## config.mk

```make
export PLATFORM = sky130hd
export DESIGN_NAME = alarm_ring_ctrl
export DESIGN_NICKNAME = d
export VERILOG_FILES = /design/src/rtl/alarm_pkg.sv /design/src/rtl/sec_down_counter.sv /design/src/rtl/alarm_ring_ctrl.sv
export SDC_FILE = /design/constraint.sdc
export NUM_CORES = 1
export LEC_CHECK = 0
export ABC_AREA = 0
export CAP_MARGIN = 20
export CORE_MARGIN = 2
export CORE_UTILIZATION = 40
export CTS_CLUSTER_DIAMETER = 60
export CTS_CLUSTER_SIZE = 8
export DETAILED_ROUTE_END_ITERATION = 7
export GPL_TIMING_DRIVEN = 1
export PLACE_DENSITY = 0.62
export SKIP_CTS_REPAIR_TIMING = 1
export SLEW_MARGIN = 20
export SYNTH_ARGS = -nofsm -noshare
export SYNTH_HDL_FRONTEND = slang
export SYNTH_HIERARCHICAL = 1
export SYNTH_SLANG_ARGS = --single-unit
```

## constraint.sdc

```tcl
create_clock -name clk_pi -period 2 [get_ports clk_pi]
set_input_delay 0.4 -clock clk_pi [delete_from_list [all_inputs] [get_ports clk_pi]]
set_output_delay 0.4 -clock clk_pi [all_outputs]
set_load 0.01 [all_outputs]
```

## src/rtl/alarm_pkg.sv

```systemverilog
// Shared types and default timing constants for the alarm ringing logic.
package alarm_pkg;

  typedef enum logic [1:0] {
    IDLE    = 2'd0,
    RINGING = 2'd1,
    SNOOZE  = 2'd2,
    DONE    = 2'd3
  } ring_state_t;

  localparam int SNOOZE_SEC_DEF   = 540;  // 9 minutes of seconds-ticks
  localparam int RING_TIMEOUT_DEF = 60;   // ring this long before auto-snooze

endpackage

```

## src/rtl/sec_down_counter.sv

```systemverilog
// Loadable seconds countdown: load wins over clear, decrements on tick, holds at 0.
module sec_down_counter #(
  parameter int CNT_W = 10
) (
  input  logic             clk,
  input  logic             rst_n,
  input  logic             clr,
  input  logic             load,
  input  logic [CNT_W-1:0] load_val,
  input  logic             tick,
  output logic [CNT_W-1:0] cnt,
  output logic             zero
);

  logic [CNT_W-1:0] cnt_d, cnt_q;

  // Next count: load, clear, or saturating decrement on the seconds tick.
  always_comb begin
    cnt_d = cnt_q;
    if (load)
      cnt_d = load_val;
    else if (clr)
      cnt_d = '0;
    else if (tick && cnt_q != '0)
      cnt_d = cnt_q - 1'b1;
  end

  // Count register.
  always_ff @(posedge clk or negedge rst_n) begin
    if (!rst_n) cnt_q <= '0;
    else        cnt_q <= cnt_d;
  end

  assign cnt  = cnt_q;
  assign zero = (cnt_q == '0);

endmodule

```

## src/rtl/alarm_ring_ctrl.sv

```systemverilog
// Turns the alarm_triggered level into a ringing session: beep pattern,
// snooze countdown with a per-session limit, and ring auto-timeout.
module alarm_ring_ctrl
  import alarm_pkg::*;
#(
  parameter int SNOOZE_SEC       = SNOOZE_SEC_DEF,
  parameter int RING_TIMEOUT_SEC = RING_TIMEOUT_DEF,
  parameter int MAX_SNOOZES      = 3,
  parameter int CNT_W            = 10
) (
  input  logic             clk_pi,
  input  logic             rst_n_pi,
  input  logic             sec_tick_pi,
  input  logic             beat_tick_pi,
  input  logic             alarm_triggered_pi,
  input  logic             snooze_pi,
  output logic             buzzer_po,
  output logic             ringing_po,
  output logic             snoozing_po,
  output logic [CNT_W-1:0] snooze_remaining_po,
  output logic [1:0]       snooze_count_po
);

  localparam logic [CNT_W-1:0] RING_LAST   = CNT_W'(RING_TIMEOUT_SEC - 1);
  localparam logic [CNT_W-1:0] SNOOZE_LOAD = CNT_W'(SNOOZE_SEC);
  localparam logic [1:0]       SNZ_MAX     = 2'(MAX_SNOOZES);

  ring_state_t      state_d, state_q;
  logic [CNT_W-1:0] ring_cnt_d, ring_cnt_q;
  logic [1:0]       snooze_count_d, snooze_count_q;
  logic             beep_phase_d, beep_phase_q;
  logic             ringing_d, ringing_q;
  logic             snoozing_d, snoozing_q;
  logic             trig_prev_q;
  logic             rem_load, rem_clr, rem_zero;
  logic [CNT_W-1:0] snooze_rem;
  logic             trig_rise, timeout, can_snooze;

  assign trig_rise  = alarm_triggered_pi && !trig_prev_q;
  assign timeout    = sec_tick_pi && (ring_cnt_q == RING_LAST);
  assign can_snooze = (snooze_count_q < SNZ_MAX);

  // Snooze remaining time; cleared whenever the session leaves SNOOZE early
  // so the display output reads 0 outside SNOOZE without extra muxing.
  sec_down_counter #(.CNT_W(CNT_W)) u_snooze_rem (
    .clk      (clk_pi),
    .rst_n    (rst_n_pi),
    .clr      (rem_clr),
    .load     (rem_load),
    .load_val (SNOOZE_LOAD),
    .tick     (sec_tick_pi && state_q == SNOOZE),
    .cnt      (snooze_rem),
    .zero     (rem_zero)
  );

  // Next-state and datapath; a dropped alarm level overrides every other event.
  always_comb begin
    state_d        = state_q;
    ring_cnt_d     = ring_cnt_q;
    snooze_count_d = snooze_count_q;
    beep_phase_d   = beep_phase_q;
    rem_load       = 1'b0;
    rem_clr        = 1'b0;

    if (!alarm_triggered_pi) begin
      state_d        = IDLE;
      ring_cnt_d     = '0;
      snooze_count_d = '0;
      beep_phase_d   = 1'b0;
      rem_clr        = 1'b1;
    end else begin
      unique case (state_q)
        IDLE: if (trig_rise) begin
          state_d        = RINGING;
          ring_cnt_d     = '0;
          beep_phase_d   = 1'b1;
          snooze_count_d = '0;
        end
        RINGING: begin
          if (beat_tick_pi) beep_phase_d = !beep_phase_q;
          if (sec_tick_pi && ring_cnt_q != RING_LAST) ring_cnt_d = ring_cnt_q + 1'b1;
          // Button and timeout together count as a single snooze.
          if ((snooze_pi || timeout) && can_snooze) begin
            state_d        = SNOOZE;
            rem_load       = 1'b1;
            snooze_count_d = snooze_count_q + 1'b1;
            ring_cnt_d     = '0;
            beep_phase_d   = 1'b0;
          end else if (timeout) begin
            state_d      = DONE;
            ring_cnt_d   = '0;
            beep_phase_d = 1'b0;
          end
        end
        SNOOZE: begin
          // rem_zero also covers a zero-length snooze configuration.
          if (rem_zero || (sec_tick_pi && snooze_rem == CNT_W'(1))) begin
            state_d      = RINGING;
            ring_cnt_d   = '0;
            beep_phase_d = 1'b1;
          end
        end
        DONE: ;  // silent until the alarm level drops
        default: state_d = IDLE;
      endcase
    end

    ringing_d  = (state_d == RINGING);
    snoozing_d = (state_d == SNOOZE);
  end

  // State, counters and registered outputs. trig_prev resets high so a level
  // already present when reset releases is not treated as a new alarm.
  always_ff @(posedge clk_pi or negedge rst_n_pi) begin
    if (!rst_n_pi) begin
      state_q        <= IDLE;
      ring_cnt_q     <= '0;
      snooze_count_q <= '0;
      beep_phase_q   <= 1'b0;
      ringing_q      <= 1'b0;
      snoozing_q     <= 1'b0;
      trig_prev_q    <= 1'b1;
    end else begin
      state_q        <= state_d;
      ring_cnt_q     <= ring_cnt_d;
      snooze_count_q <= snooze_count_d;
      beep_phase_q   <= beep_phase_d;
      ringing_q      <= ringing_d;
      snoozing_q     <= snoozing_d;
      trig_prev_q    <= alarm_triggered_pi;
    end
  end

  assign buzzer_po           = beep_phase_q;
  assign ringing_po          = ringing_q;
  assign snoozing_po         = snoozing_q;
  assign snooze_remaining_po = snooze_rem;
  assign snooze_count_po     = snooze_count_q;

endmodule

```

==> key figures <==
Synthesis
  • Post-synthesis sequential area ratio: 36.8%
  • Number of flops mapped to enable cells by yosys: 0
  • Synthesized cell area: 0.00191 mm²
  • Dominant cell by count in the synthesized netlist: dfrtp_1
  • Post-synth ARST share: 100%
  • Syn avg cell area: 9.04 µm²
  • Most area-hungry cell type in the Yosys netlist: dfrtp_1
  • Top post-synthesis cells by area: dfrtp_1 35%, nand2_1 4.1%, inv_1 3.1%
  • Primary FF master, synth: dfrtp_1
  • Ys Warns: 6
  • Area share of the largest cell type after synthesis: 35.4%
  • Yosys reg bits: 28
  • Synth cell count leaders: 27 x dfrtp_1, 21 x nand2_1, 16 x inv_1
  • Synth unique cells: 61
  • Cells after synthesis: 211

Finish
  • Area growth, synth to finish: 49.5%
  • Diode count: 0
  • FF/Latch Area: 706 µm²
  • Final #Nets: 313
  • Area of the multi-input gates: 0.00123 mm²
  • Layout cells sized above 1: 34.7%
  • Fin cells: 357
  • Fillers: 407
  • Final core utilization: 61.2%
  • Final instance area: 0.00285 mm²

Routing
  • Post-detailed-route wirelength per cell: 15.1 µm
  • DR pass1 iterations: 4
  • Initial detailed-routing violation count: 101
  • Final antenna-violating net count: 0
  • DRC Markers: 0
  • Met1 WL: 2370 µm
  • Top sig layer: met4
  • Met2 routed WL: 2780 µm
  • DR vias/cell: 5.65
  • Total routed wirelength: 5380 µm
  • Met3 WL: 164 µm
  • Routed vias: 2018

Clock tree
  • TritonCTS clock tree: done
  • Clock root cell: clkbuf_8
  • CTS Sinks: 28
  • Worst-Skew Late Latency: 0.28 ns
  • Clock buffer depth: 2
  • TritonCTS Buffers: 3
  • H-Tree Depth: 1
  • Clock-pin slew on the worst setup and hold paths: 0.10 ns

Worst setup path
  • Startpoint Class: flop
  • Worst r2r dst: ring_cnt_q[1]$_DFFE_PN0P_
  • Worst r2r path cells: 4
  • Critical Path Fanout Max: 3
  • Worst path required time: 2.17 ns
  • CP Class: flop to flop
  • CP arrival: 2.39 ns
  • R2r setup slk: -0.21 ns
  • Worst R2R Start: state_q[0]$_DFF_PN0_
  • Setup crit end kind: flop

GRT
  • GR Util All Layers: 21.0%
  • Global-route wire length before repair: 8740 µm
  • Pin count of the biggest net entering global routing: 29
  • Vias in the first global route: 1888
  • Remaining Overflow, GRT: 0
  • Initial antenna violation count: 0

Timing
  • Worst Slack Setup Final: -0.213 ns
  • Final Max Tran Viols: 0
  • Final setup violating endpoints: 13
  • Worst Skew: 0.00235 ns
  • RSZ-0062 raised after global routing: true
  • Minimum clock period: 2.21 ns
  • Hold_ws: 0.506 ns
  • TNS Setup: -1.66 ns
  • Fmax: 452 MHz
  • Final hold viol count: 0
  • Period utilisation layout: 111%

Placed design
  • Final HPWL DP: 3930 µm
  • Pre-CTS worst setup slack: -0.612 ns
  • Post-DP Area: 0.00265 mm²
  • Port bufs: 20
  • RePlAce Congestion: 0.886
  • DP Cell Count: 347

Floorplan
  • Initial Util: 40.9%
  • Die area: 0.00534 mm²
  • Die H: 73.0 µm
  • Num rows: 25
  • Core ar.: 0.00466 mm²
  • I/O pin count: 21
  • Die W: 73.0 µm

Power and ir drop
  • Total design power: 2.34 mW
  • Pwr dens: 821 mW/mm²
  • Leakage: 1.32 nW
  • VDD IR max: 0.573 mV

Run status
  • Violated checks: setup timing
  • Status: finished with violations

Run
  • Max-cap viol count: 0

Hold path
  • Hold crit path type: input pin to async pin
[critical path, cell delays in order, from the launching register on]
cell and delay [ns]:
dfrtp_1 0.42, or4_1 0.56, or4b_4 0.56, a22oi_4 0.25, mux2_4 0.31
[cells in the final DEF, fill, tap and decap left out, types with 4 or more instances in the layout]
cell / n
o211ai_1: 5
clkbuf_8: 4
nor2_1: 9
o21ai_0: 6
nand4_1: 7
a21oi_1: 5
nand3_1: 10
dfrtp_1: 24
inv_1: 16
clkdlybuf4s50_1: 17
or4_1: 4
conb_1: 11
buf_4: 63
nand2_1: 21
[logic make-up after synthesis]
group | count (synthesis) | share of synthesized area, %
other | 2 | 0.394
buffers and inverters | 25 | 5.25
multiplexers | 4 | 2.36
AND/OR/NAND/NOR | 95 | 31.6
flip-flops | 28 | 36.8
adder cells (fa/ha/maj) | 3 | 1.97
AO/OA/AOI/OAI | 54 | 21.7
[worst max-delay path by stage]
stage,start,endpoint,depth (start not counted)
4_1_cts,sec_tick_pi,ring_cnt_q[6]$_DFFE_PN0P_,6
3_5_place_dp,sec_tick_pi,ring_cnt_q[6]$_DFFE_PN0P_,6
6_report,state_q[0]$_DFF_PN0_,ring_cnt_q[1]$_DFFE_PN0P_,4
3_3_place_gp,sec_tick_pi,ring_cnt_q[4]$_DFFE_PN0P_,6
2_1_floorplan,u_snooze_rem/cnt[5]$_DFFE_PN0P_,ring_cnt_q[1]$_DFFE_PN0P_,4
5_1_grt,u_snooze_rem/cnt[4]$_DFFE_PN0P_,ring_cnt_q[1]$_DFFE_PN0P_,4
[routing by layer]
layer	up-vias	track usage (%)
li1	984	-
met1	973	26.8
met2	55	36.7
met3	6	2.35
met4	0	6.58
met5	-	0
[area by class of cell]
cell class                      instances  share of cell area (%)
Clock buffer                            4                    1.93
Inverter                               16                    2.11
Multi-Input combinational cell        167                    43.1
Tap cell                               54                    2.37
Sequential cell                        28                    24.7
Timing Repair Buffer                   88                    25.8
[flip-flops by register name, indices dropped and copies added (netlist names)]
signal and count:
ring_cnt_q 10, buzzer_po 1, state_q 2, trig_prev_q 1
u_snooze_rem/cnt 10, ringing_po 1, snooze_count_po 2, snoozing_po 1
[power by group]
| group | switching [mW] | internal [mW] |
|---|---|---|
| clock | 0.184 | 0.177 |
| combinational | 0.608 | 0.671 |
| sequential | 0.0574 | 0.643 |
| total | 0.850 | 1.49 |
Power figures use the tool's default switching activity.
